### src/rtl/sample_trig_pkg.sv
// Shared types and helpers for the sample trigger sequencer.
// Holds the event encoding, the FIFO entry layout and the lowest-index channel finder.
package sample_trig_pkg;

    localparam int PKG_CHANNELS = 16;
    localparam int PKG_CH_W     = 4;

    localparam logic EVT_START = 1'b0;
    localparam logic EVT_STOP  = 1'b1;

    typedef struct packed {
        logic [PKG_CH_W-1:0] ch;
        logic                stop;
    } evt_t;

    localparam int EVT_W = $bits(evt_t);

    typedef struct packed {
        logic                found;
        logic [PKG_CH_W-1:0] idx;
    } sel_t;

    // Walking from the top down leaves the lowest set index in the result.
    function automatic sel_t lowest_set(input logic [PKG_CHANNELS-1:0] vec);
        sel_t r;
        r = '0;
        for (int i = PKG_CHANNELS - 1; i >= 0; i--) begin
            if (vec[i]) begin
                r.found = 1'b1;
                r.idx   = PKG_CH_W'(i);
            end
        end
        return r;
    endfunction

endpackage

### src/rtl/sample_evt_fifo.sv
// First-word-fall-through FIFO of start/stop events with an occupancy count.
// The head entry is visible combinationally; the caller never pushes while full.
module sample_evt_fifo
    import sample_trig_pkg::*;
#(
    parameter int DEPTH = 8,
    parameter int PTR_W = $clog2(DEPTH)
) (
    input  logic             clk,
    input  logic             rst_n,
    input  logic             i_push,
    input  logic [EVT_W-1:0] i_data,
    input  logic             i_pop,
    output logic [EVT_W-1:0] o_head,
    output logic [PTR_W:0]   o_count
);

    logic [EVT_W-1:0] r_mem [DEPTH];
    logic [PTR_W-1:0] r_wr_ptr;
    logic [PTR_W-1:0] r_rd_ptr;
    logic [PTR_W:0]   r_count;

    always_ff @(posedge clk) begin
        if (i_push) begin
            r_mem[r_wr_ptr] <= i_data;
        end
    end

    // Power-of-two depth lets the pointers wrap by plain overflow.
    always_ff @(posedge clk or negedge rst_n) begin
        if (!rst_n) begin
            r_wr_ptr <= '0;
            r_rd_ptr <= '0;
            r_count  <= '0;
        end else begin
            if (i_push) begin
                r_wr_ptr <= r_wr_ptr + 1'b1;
            end
            if (i_pop) begin
                r_rd_ptr <= r_rd_ptr + 1'b1;
            end
            case ({i_push, i_pop})
                2'b10:   r_count <= r_count + 1'b1;
                2'b01:   r_count <= r_count - 1'b1;
                default: r_count <= r_count;
            endcase
        end
    end

    assign o_head  = r_mem[r_rd_ptr];
    assign o_count = r_count;

endmodule

### src/rtl/sample_trigger_sequencer.sv
// Turns trigger/stop level changes from the game core into ordered start/stop events,
// queues them for the playback engine and tracks which channels are playing.
module sample_trigger_sequencer
    import sample_trig_pkg::*;
#(
    parameter int CHANNELS   = PKG_CHANNELS,
    parameter int FIFO_DEPTH = 8,
    parameter int CH_W       = PKG_CH_W
) (
    input  logic                CLK,
    input  logic                RESET_N,
    input  logic                I_ENA,
    input  logic                I_PAUSE,
    input  logic [CHANNELS-1:0] I_SOUND_PORT,
    input  logic [CHANNELS-1:0] I_SOUND_STOP,
    input  logic [CHANNELS-1:0] I_DONE,
    output logic                O_EVT_VALID,
    output logic [CH_W-1:0]     O_EVT_CH,
    output logic                O_EVT_STOP,
    input  logic                I_EVT_READY,
    output logic [CHANNELS-1:0] O_ACTIVE,
    output logic                O_OVERFLOW,
    input  logic                I_CLR_OVF
);

    localparam int CNT_W = $clog2(FIFO_DEPTH) + 1;

    logic                r_first;
    logic [CHANNELS-1:0] r_prev_port;
    logic [CHANNELS-1:0] r_prev_stop;
    logic [CHANNELS-1:0] r_pend_start;
    logic [CHANNELS-1:0] r_pend_stop;
    logic [CHANNELS-1:0] r_active;
    logic                r_ovf;

    logic                w_sample;
    logic [CHANNELS-1:0] w_rise_p;
    logic [CHANNELS-1:0] w_rise_s;
    sel_t                w_sel;
    logic [CH_W-1:0]     w_sel_idx;
    logic                w_push;
    logic                w_push_stop;
    evt_t                w_push_evt;
    evt_t                w_head;
    logic [CNT_W-1:0]    w_count;
    logic                w_pop;
    logic [CHANNELS-1:0] w_clr_start;
    logic [CHANNELS-1:0] w_clr_stop;
    logic [CHANNELS-1:0] w_pop_start;
    logic [CHANNELS-1:0] w_pop_stop;
    logic                w_coal;

    assign w_sample = I_ENA & ~I_PAUSE;
    assign w_rise_p = (w_sample && !r_first) ? (I_SOUND_PORT & ~r_prev_port) : '0;
    assign w_rise_s = (w_sample && !r_first) ? (I_SOUND_STOP & ~r_prev_stop) : '0;

    assign w_sel       = lowest_set(PKG_CHANNELS'(r_pend_stop | r_pend_start));
    assign w_sel_idx   = w_sel.idx[CH_W-1:0];
    assign w_push      = w_sel.found && (w_count < CNT_W'(FIFO_DEPTH));
    assign w_push_stop = r_pend_stop[w_sel_idx];
    assign w_push_evt  = '{ch: w_sel.idx, stop: w_push_stop ? EVT_STOP : EVT_START};

    assign O_EVT_VALID = (w_count != '0);
    assign w_pop       = O_EVT_VALID & I_EVT_READY;

    for (genvar gi = 0; gi < CHANNELS; gi++) begin : g_ch
        assign w_clr_stop[gi]  = w_push &  w_push_stop & (w_sel_idx == CH_W'(gi));
        assign w_clr_start[gi] = w_push & ~w_push_stop & (w_sel_idx == CH_W'(gi));
        assign w_pop_stop[gi]  = w_pop  &  w_head.stop & (w_head.ch == CH_W'(gi));
        assign w_pop_start[gi] = w_pop  & ~w_head.stop & (w_head.ch == CH_W'(gi));
    end

    // A rise only counts as merged if its pending bit is not leaving for the FIFO this cycle.
    assign w_coal = |((w_rise_p & r_pend_start & ~w_clr_start) |
                      (w_rise_s & r_pend_stop  & ~w_clr_stop));

    sample_evt_fifo #(
        .DEPTH (FIFO_DEPTH)
    ) u_fifo (
        .clk     (CLK),
        .rst_n   (RESET_N),
        .i_push  (w_push),
        .i_data  (w_push_evt),
        .i_pop   (w_pop),
        .o_head  (w_head),
        .o_count (w_count)
    );

    always_ff @(posedge CLK or negedge RESET_N) begin
        if (!RESET_N) begin
            r_first      <= 1'b1;
            r_prev_port  <= '0;
            r_prev_stop  <= '0;
            r_pend_start <= '0;
            r_pend_stop  <= '0;
            r_active     <= '0;
            r_ovf        <= 1'b0;
        end else begin
            if (w_sample) begin
                r_first     <= 1'b0;
                r_prev_port <= I_SOUND_PORT;
                r_prev_stop <= I_SOUND_STOP;
            end
            r_pend_start <= (r_pend_start & ~w_clr_start) | w_rise_p;
            r_pend_stop  <= (r_pend_stop  & ~w_clr_stop)  | w_rise_s;
            r_active     <= (r_active & ~I_DONE & ~w_pop_stop) | w_pop_start;
            if (w_coal) begin
                r_ovf <= 1'b1;
            end else if (I_CLR_OVF) begin
                r_ovf <= 1'b0;
            end
        end
    end

    // Head memory is not reset, so the channel/kind outputs are masked while empty.
    assign O_EVT_CH   = O_EVT_VALID ? w_head.ch   : '0;
    assign O_EVT_STOP = O_EVT_VALID ? w_head.stop : 1'b0;
    assign O_ACTIVE   = r_active;
    assign O_OVERFLOW = r_ovf;

endmodule

### config.mk
export PLATFORM = sky130hd
export DESIGN_NAME = sample_trigger_sequencer
export DESIGN_NICKNAME = d
export VERILOG_FILES = /design/src/rtl/sample_trig_pkg.sv /design/src/rtl/sample_evt_fifo.sv /design/src/rtl/sample_trigger_sequencer.sv
export SDC_FILE = /design/constraint.sdc
export NUM_CORES = 1
export LEC_CHECK = 0
export BUFFER_PORTS_ARGS = -buffer_cell sky130_fd_sc_hd__buf_2
export CORE_ASPECT_RATIO = 0.75
export CORE_MARGIN = 2
export CORE_UTILIZATION = 50
export CTS_BUF_LIST = sky130_fd_sc_hd__clkbuf_8 sky130_fd_sc_hd__clkbuf_16
export DETAILED_ROUTE_END_ITERATION = 16
export PLACE_DENSITY = 0.84
export SETUP_SLACK_MARGIN = 0.05
export SLEW_MARGIN = 20
export SYNTH_ARGS = -nofsm -noshare
export SYNTH_HDL_FRONTEND = slang
export SYNTH_HIERARCHICAL = 1
export SYNTH_SLANG_ARGS = --single-unit
export TNS_END_PERCENT = 100
### constraint.sdc
create_clock -name CLK -period 3.07 [get_ports CLK]
set_clock_uncertainty 0.05 [all_clocks]
set_input_delay 0.1535 -clock CLK [delete_from_list [all_inputs] [get_ports CLK]]
set_output_delay 0.1535 -clock CLK [all_outputs]
set_load 0.02 [all_outputs]
==> impl_summary.txt, run 1 <==
----------------------------------------------------
[Status]
  Outcome ... finished with violations
  Violations in the final reports ... setup timing

[Pwr]
  Standby leakage power ... 3.96 nW
  Worst VDD drop ... 0.527 mV
  Relative contribution of sequential cells to total power ... 0.319
  Switching power as a share of total power ... 0.380
  Power density over the cells ... 873 nW/um^2
  Share of power burned in combinational logic ... 0.437
  Cell-internal power ... 5.07 mW
  Net switching component of the power ... 3.11 mW
  Share of total power in the clock network ... 0.244

[Setup path]
  Endpoint of the worst-slack reg-to-reg timing path ... O_OVERFLOW
  Startpoint types ... register
  CP Data Required Time ... 3.31 ns
  Maximum fanout count along the critical path ... 8
  Slack of the worst reg-to-reg path ... -0.21 ns
  Arrival @ worst endpoint ... 3.53 ns
  Category of the worst setup path capture point ... register
  Path depth of the worst reg2reg path ... 14
  Startpoint-to-endpoint class of the critical path ... register to register
  Launching point of the worst reg2reg path ... r_pend_stop[9]

[STA]
  Final Max Tran Viols ... 0
  RSZ-0062 raised after global routing ... yes
  Minimum setup slack in the final design ... -0.211 ns
  Transition time of the tightest slew-check pin ... 0.685 ns
  Minimum period implied by the final worst setup slack ... 3.28 ns
  Final Hold Violating Endpoints ... 0
  Fmax ... 305 MHz
  Max_slew headroom ... 0.543
  Final cycle utilization of the critical path ... 1.07
  Hold Slack ... 0.00671 ns
  Number of setup violations in the final report ... 2

[Layout]
  Most frequent standard cell in the layout excluding fill and tap cells ... buf_4
  Share of layout cells above drive strength 1 ... 0.389
  Leading cell types in the layout, fill and taps excluded ... 106 x buf_4, 90 x dfrtp_1, 75 x buf_2
  Antenna Cells ... 0
  Final net count ... 874
  Synth-to-layout area growth ... 37.8%
  Cell area after layout ... 9370 um^2

[Yosys]
  Post-synth design cell area ... 6800 um^2
  Combinational family with the most area after synthesis ... simple AND/OR/NAND/NOR gates
  Share of the synthesized area in compound gates (AO/OA/AOI/OAI) ... 0.128
  Adder-Cell Fraction of Synth Area ... 0.00920
  Yosys warnings ... 6
  Fraction of the mapped netlist area in simple logic gates ... 0.182
  Count of different cell masters after synthesis ... 77
  XOR/XNOR share of the synthesized area ... 0.0116
  Number of enable flip-flop cells after synthesis ... 40
  Synthesized area divided by synthesized cell count ... 11.4 um^2
  Sequential element share of the synthesized area ... 0.515
  Instance count of the mapped netlist ... 595
  Share of synthesized flip-flops with an asynchronous set or reset ... 0.697
  Multiplexer share of the synthesized area ... 0.111
  Most frequently used flop master after synthesis ... dfrtp_1
  Syn nets ... 654
  Synthesis-stage register bit count ... 132

[Global routing]
  Number of global-route vias before repair ... 6116
  Global-route wire length before repair ... 33.1 mm
  Number of antenna violations at the first check in global routing ... 0
  GRT Total Usage ... 0.299
  Remaining global-route overflow ... 0
  Pin count of the biggest net entering global routing ... 51

[Drt]
  Count of TritonRoute iterations in the first routing pass ... 6
  Via total after detailed routing ... 6148
  Post-route ant nets ... 0
  Remaining DRCs ... 0
  Final routed wire length divided by cell count ... 21.8 um
  Total Wirelength ... 21.8 mm
  Ratio of routed vias to standard cells ... 6.15
  First DRT Iteration DRCs ... 786

[Floorplanning]
  Starting density of the core ... 0.517
  Die Area ... 14600 um^2
  Vert. Die Dim ... 105 um
  IO Pins ... 77
  Die width ... 139 um
  Floorplan row count ... 36
  Core box area ... 13200 um^2

[Min path]
  Path class of the lowest-slack min-delay path ... primary input to register
  Number of cells on the worst hold path ... 3
  Hold_sp ... I_DONE[8]
  End point of the worst hold path ... O_ACTIVE[8]

[Clock network]
  Master cell of the clock root buffer ... clkbuf_16
  H-Tree Level Count ... 4
  Count of clock tree sinks ... 132
  Clock transition at path regs ... 0.06 ns
  Clock buffers created by TritonCTS ... 17
  Source-to-sink clock delay at the later pin of the worst-skew pair ... 0.42 ns
  Number of buffers on the longest clock path ... 2
  CTS tree ... yes

[Place]
  Placer Congestion ... 1.05
  Number of buffers inserted by port buffering ... 76
  Detailed placer's ending HPWL ... 15.2 mm
  Dpl cell area ... 8010 um^2

[Run]
  Max Cap Violations ... 0

----------------------------------------------------
how the worst max path moves through the flow:
stage	from	to	slack [ns]	cells past startpoint
global route	r_pend_start[14]	O_OVERFLOW	-0.28	14
CTS	r_pend_stop[1]	O_OVERFLOW	-0.11	11
floorplan	r_pend_start[12]	r_pend_start[3]	0.05	14
finish	r_pend_stop[9]	O_OVERFLOW	-0.21	14
detailed placement	r_pend_start[14]	O_OVERFLOW	-0.42	13
global placement	r_pend_start[14]	O_OVERFLOW	-0.43	13
kinds of logic after synthesis:
logic type / after synthesis
AND/OR/NAND/NOR: 225
flip-flops: 132
AO/OA/AOI/OAI: 111
buffers and inverters: 60
multiplexers: 53
XOR/XNOR: 9
adder cells (fa/ha/maj): 5
Yosys cell counts (all sizes together) (2+ instances only):
cell type | n | share of area
edfxtp | 40 | 0.18
nand3b | 18 | 0.020
mux2 | 37 | 0.061
nor2b | 12 | 0.011
ha | 5 | 0.0092
o21a | 2 | 0.0022
nand3 | 12 | 0.0088
nor4 | 7 | 0.0074
a2bb2oi | 2 | 0.0026
a22o | 3 | 0.0040
mux4 | 11 | 0.043
a311oi | 2 | 0.0026
or2 | 4 | 0.0037
a21oi | 12 | 0.0094
and3 | 4 | 0.0044
a211oi | 5 | 0.0055
o2111ai | 3 | 0.0039
buf | 13 | 0.016
o211a | 2 | 0.0029
nand2 | 63 | 0.037
a32o | 19 | 0.028
or3 | 4 | 0.0044
xor2 | 6 | 0.0077
a31oi | 4 | 0.0037
nor3 | 9 | 0.0066
a21o | 8 | 0.0090
nor3b | 9 | 0.0099
xnor2 | 3 | 0.0039
dfrtp | 91 | 0.33
and2 | 8 | 0.0074
inv | 38 | 0.022
clkbuf | 9 | 0.0050
o21ai | 18 | 0.013
a21boi | 2 | 0.0022
or4 | 7 | 0.0094
a221oi | 2 | 0.0035
o41ai | 2 | 0.0026
nand2b | 13 | 0.012
nor2 | 44 | 0.025
nand4 | 5 | 0.0046
a41oi | 3 | 0.0039
nand4b | 3 | 0.0039
mux2i | 5 | 0.0074
o31ai | 11 | 0.012
worst max-delay path, stage by stage, from the launching register on:
cell	delay (ns)
dfrtp_1	0.47
buf_4	0.22
nor2_2	0.14
nand3_1	0.11
a31o_2	0.25
a21oi_2	0.17
inv_2	0.06
buf_6	0.15
o31ai_1	0.41
or2_2	0.21
o2111ai_1	0.11
a311oi_1	0.30
nand4_1	0.14
and4bb_1	0.27
nand4_1	0.08
flip-flops by register name, summed over array words and instances (netlist names):
name,count
O_OVERFLOW,1
r_prev_stop,16
r_prev_port,16
O_ACTIVE,16
u_fifo/r_rd_ptr,3
u_fifo/r_wr_ptr,3
u_fifo/o_count,4
u_fifo/r_mem,40
r_first,1
r_pend_start,16
r_pend_stop,16
stage by stage:
stage                util  power (mW)  setup TNS (ns)  std cells  worst slack, ns
global placement    0.609        5.57           -5.49        918           -0.429
finish              0.712        8.18          -0.340        999           -0.211
global route        0.712        8.52          -0.983        999           -0.275
floorplan               -        4.53               0        595           0.0517
detailed placement  0.609        5.71           -6.11        918           -0.423
CTS                 0.695        7.90          -0.111        993           -0.111
metal layers:
metal  global-route usage  wire length (um)  vias up
met5               0.0246                 0        -
met4               0.0996               763        0
li1                     -                 -     2648
met2                0.449              9530      411
met1                0.389              8760     2993
met3                0.132              2770       96
power by group through the flow:
stage,Combinational [mW],Clock (mW),Sequential [mW]
after floorplan,1.94,0,2.58
after global placement,3.00,0,2.57
after detailed placement,3.11,0,2.61
after CTS,3.30,2.02,2.58
after global routing,3.78,2.10,2.64
final,3.58,2.00,2.61
repair_timing:
action / in CTS / in global routing
gates resized for setup: 33 / 42
hold buffers: 37 / 0
pin swaps: 14 / 11
setup buffers: 6 / 7
setup endpoints to repair: 34 / 31
endpoints found under the hold margin: 95 / 0
final cells by class:
cell class,count,area (um^2)
timing repair buffer,223,1610
inverter,38,158
clock buffer,17,425
clock inverter,15,150
tap,171,214
fill,898,3780
multi-input combinational,403,3310
sequential,132,3510
(Power assumes the default switching activity.)
==> run 2, diff against run 1 <==
--- a/config.mk
+++ b/config.mk
@@ -5,12 +5,14 @@
 export SDC_FILE = /design/constraint.sdc
 export NUM_CORES = 1
 export LEC_CHECK = 0
+export ABC_AREA = 1
 export BUFFER_PORTS_ARGS = -buffer_cell sky130_fd_sc_hd__buf_2
 export CORE_ASPECT_RATIO = 0.75
 export CORE_MARGIN = 2
 export CORE_UTILIZATION = 50
 export CTS_BUF_LIST = sky130_fd_sc_hd__clkbuf_8 sky130_fd_sc_hd__clkbuf_16
 export DETAILED_ROUTE_END_ITERATION = 16
+export GPL_ROUTABILITY_DRIVEN = 0
 export PLACE_DENSITY = 0.84
 export SETUP_SLACK_MARGIN = 0.05
 export SLEW_MARGIN = 20
==> run 2 against run 1 <==
Net effect:
- critical path depth is 15 higher
- the run ends with hold timing left
- design area is 7.1% lower
- global-route usage is 4.8 points lower
- synthesized area is 1.0% higher
- wire length is 18% lower
- sequential share of layout area is 2.9 points higher
- critical endpoint unchanged
- total power is 5.4% lower
- largest cell class unchanged
- synthesized cell count is 47% higher
- sequential power is 3% lower
- non-clock buffer count is 77 lower
- flip-flop and latch count stayed put
==> impl_summary.txt, run 2 <==
----------------------------------------------------
[STA]
  Final Hold Violating Endpoints ... 1 (+1)
  Minimum setup slack in the final design ... 0.0320 ns (+0.243 ns)
  Fmax ... 329 MHz (+8.0%)
  Max_slew headroom ... 0.395 (-0.148)
  RSZ-0062 raised after global routing ... yes
  Total negative setup slack ... 0 ns (+0.340 ns)
  Minimum period implied by the final worst setup slack ... 3.04 ns (-0.243 ns)
  Hold Slack ... -0.00833 ns (-0.0150 ns)
  Transition time of the tightest slew-check pin ... 0.906 ns (+0.221 ns)
  Number of setup violations in the final report ... 0 (-2)
  Final cycle utilization of the critical path ... 0.990 (-0.0793)
  Final Max Tran Viols ... 0 (unchanged)

[Pwr]
  Power density over the cells ... 889 nW/um^2 (+1.8%)
  Net switching component of the power ... 3.14 mW (+0.92%)
  Cell-internal power ... 4.60 mW (-9.3%)
  Share of power burned in combinational logic ... 0.401 (-0.036)
  Standby leakage power ... 4.28 nW (+8.1%)
  Switching power as a share of total power ... 0.406 (+0.0256)
  Worst VDD drop ... 0.884 mV (+68%)
  Share of total power in the clock network ... 0.273 (+0.029)
  Pwr Total ... 7.73 mW (-5.4%)
  Relative contribution of sequential cells to total power ... 0.326 (+0.007)

[Setup path]
  Category of the worst setup path capture point ... register
  Maximum fanout count along the critical path ... 12 (+4)
  Slack of the worst reg-to-reg path ... 0.03 ns (+0.24 ns)
  Maximum cell stage delay along the critical path ... 0.46 ns (about the same)
  Crit path max-delay cell type ... a21oi_2
  Arrival @ worst endpoint ... 3.35 ns (-0.18 ns)
  Critical Path Most Common Cell ... nand2_1
  CP Data Required Time ... 3.38 ns (+0.07 ns)
  Startpoint types ... register
  Startpoint-to-endpoint class of the critical path ... register to register

[Global routing]
  Number of antenna violations at the first check in global routing ... 0 (unchanged)
  Remaining global-route overflow ... 0 (unchanged)
  GRT Total Usage ... 0.252 (-0.0478)
  Pin count of the biggest net entering global routing ... 65 (+27%)
  Number of global-route vias before repair ... 6246 (+2.1%)
  Global-route wire length before repair ... 29.6 mm (-11%)

[Yosys]
  Instance count of the mapped netlist ... 875 (+47%)
  Share of synthesized flip-flops with an asynchronous set or reset ... 0.697 (unchanged)
  Most area-hungry cell type in the Yosys netlist ... dfrtp_1
  Yosys warnings ... 6 (unchanged)
  Top cell type's share of synthesized area ... 0.332 (-0.00335)
  Count of different cell masters after synthesis ... 35 (-55%)
  Synthesis-stage register bit count ... 132 (unchanged)
  Syn nets ... 934 (+43%)
  Synthesized area divided by synthesized cell count ... 7.85 um^2 (-31%)
  Sequential element share of the synthesized area ... 0.510 (-0.00516)
  Post-synth design cell area ... 6870 um^2 (+1.0%)
  Top-count cell post-synth ... nand2_1
  Most frequently used flop master after synthesis ... dfrtp_1
  Top post-synthesis cells by count ... 245 x nand2_1, 126 x nor2_1, 116 x inv_1, 91 x dfrtp_1, 64 x nand3_1
  Main area contributors after synthesis ... dfrtp_1 33%, edfxtp_1 17%, nand2_1 13%, nor2_1 6.9%, inv_1 6.3%
  Number of enable flip-flop cells after synthesis ... 40 (unchanged)

[Drt]
  First DRT Iteration DRCs ... 694 (-12%)
  Post-route ant nets ... 0 (unchanged)
  Via total after detailed routing ... 6381 (+3.8%)
  Count of TritonRoute iterations in the first routing pass ... 5 (-1)
  Ratio of routed vias to standard cells ... 5.29 (-14%)
  Remaining DRCs ... 0 (unchanged)
  Final routed wire length divided by cell count ... 14.8 um (-32%)
  Total Wirelength ... 17.8 mm (-18%)

[Place]
  Pre-CTS setup slack ... 0.0446 ns (+0.468 ns)
  Dpl cell area ... 7460 um^2 (-6.9%)
  Detailed placer's ending HPWL ... 11.2 mm (-26%)
  Number of buffers inserted by port buffering ... 76 (unchanged)
  Number of placed instances, taps included ... 1116 (+22%)

[Clock network]
  Source-to-sink clock delay at the later pin of the worst-skew pair ... 0.42 ns (about the same)
  Number of buffers on the longest clock path ... 2 (unchanged)
  Master cell of the clock root buffer ... clkbuf_16
  Clock transition at path regs ... 0.06 ns (about the same)
  H-Tree Level Count ... 4 (unchanged)
  Clock buffers created by TritonCTS ... 17 (unchanged)
  CTS tree ... yes
  Count of clock tree sinks ... 132 (unchanged)

[Layout]
  Final core utilization ... 0.642 (-0.0706)
  Max reg flops ... 40 (unchanged)
  Filler cells ... 1056 (+18%)
  Final net count ... 1078 (+23%)
  Leading cell types in the layout, fill and taps excluded ... 243 x nand2_1, 122 x nor2_1, 118 x inv_1
  Antenna Cells ... 0 (unchanged)
  Most frequent standard cell in the layout excluding fill and tap cells ... nand2_1
  Top register by number of flip-flops ... u_fifo/r_mem
  Cell area after layout ... 8700 um^2 (-7.1%)
  Synth-to-layout area growth ... 26.7%
  Number of non-filler instances in the completed layout ... 1207 (+21%)
  Register area ... 3510 um^2 (unchanged)
  Share of layout cells above drive strength 1 ... 0.165 (-0.224)
  Multi-input logic area ... 2840 um^2 (-14%)

[Floorplanning]
  Floorplan row count ... 37 (+2.8%)
  Die width ... 139 um (+0.49%)
  Die Area ... 14700 um^2 (+0.98%)
  IO Pins ... 77 (unchanged)
  Vert. Die Dim ... 106 um (+0.49%)
  Core box area ... 13600 um^2 (+3.1%)
  Starting density of the core ... 0.506 (-0.0106)

[Status]
  Outcome ... finished with violations
  Violations in the final reports ... hold timing

[Min path]
  Path class of the lowest-slack min-delay path ... primary input to register

[Run]
  Max Cap Violations ... 0 (unchanged)

----------------------------------------------------
[run 2: repair_timing]
action	4_1_cts	5_1_grt
cloned	0	3
pin swaps	1	2
endpoints found under the setup margin	1	18
buffers inserted	2	4
gates resized for setup	2	13
hold endpoints to repair	127	0
hold buffers	50	0
[run 2: power groups by stage]
| stage | Sequential, mW | Clock (mW) | Combinational (mW) |
|---|---|---|---|
| final | 2.52 | 2.11 | 3.10 |
| after global routing | 2.56 | 2.22 | 3.44 |
| after CTS | 2.52 | 2.12 | 2.85 |
| after detailed placement | 2.54 | 0 | 2.71 |
| after global placement | 2.53 | 0 | 2.65 |
| after floorplan | 2.53 | 0 | 2.07 |
[run 2: final timing paths]
| path | to | cells after the start | startpoint |
|---|---|---|---|
| setup / recovery | O_OVERFLOW | 29 | r_pend_stop[14] |
| hold / removal | O_ACTIVE[3] | 4 | I_DONE[3] |
| setup reg to reg | O_OVERFLOW | 29 | r_pend_stop[14] |
| hold reg to reg | r_first | 2 | r_first |
| max in group asynchronous | r_pend_stop[2] | 3 | RESET_N |
| min in group asynchronous | r_pend_stop[10] | 2 | RESET_N |
[run 2: final cells by class]
type,count,area share
clock buffer,21,0.0552
clock inverter,11,0.0154
sequential,132,0.403
timing repair buffer,146,0.121
tap,175,0.0252
inverter,126,0.0549
multi-input combinational,596,0.326
[run 2: logic make-up after synthesis]
logic type | count (synthesis) | share of synthesized area
simple gates | 468 | 0.290
buf+inv | 150 | 0.0913
flops | 132 | 0.510
compound gates | 115 | 0.0931
xor+xnor | 5 | 0.00638
fa+ha+maj | 5 | 0.00911
[run 2: worst max-delay path, delay by kind of cell, from the launching register on]
kind             cells  cell delay [ns]
AND/OR/NAND/NOR     28             2.03
AO/OA/AOI/OAI        1             0.46
flip-flops           1             0.45
[run 2: metal layers]
layer	GRT usage	vias to the layer above	routed length, um
li1	-	3077	-
met1	0.331	2978	7730
met2	0.411	283	8470
met3	0.0568	43	1260
met4	0.0916	0	381
met5	0	-	0
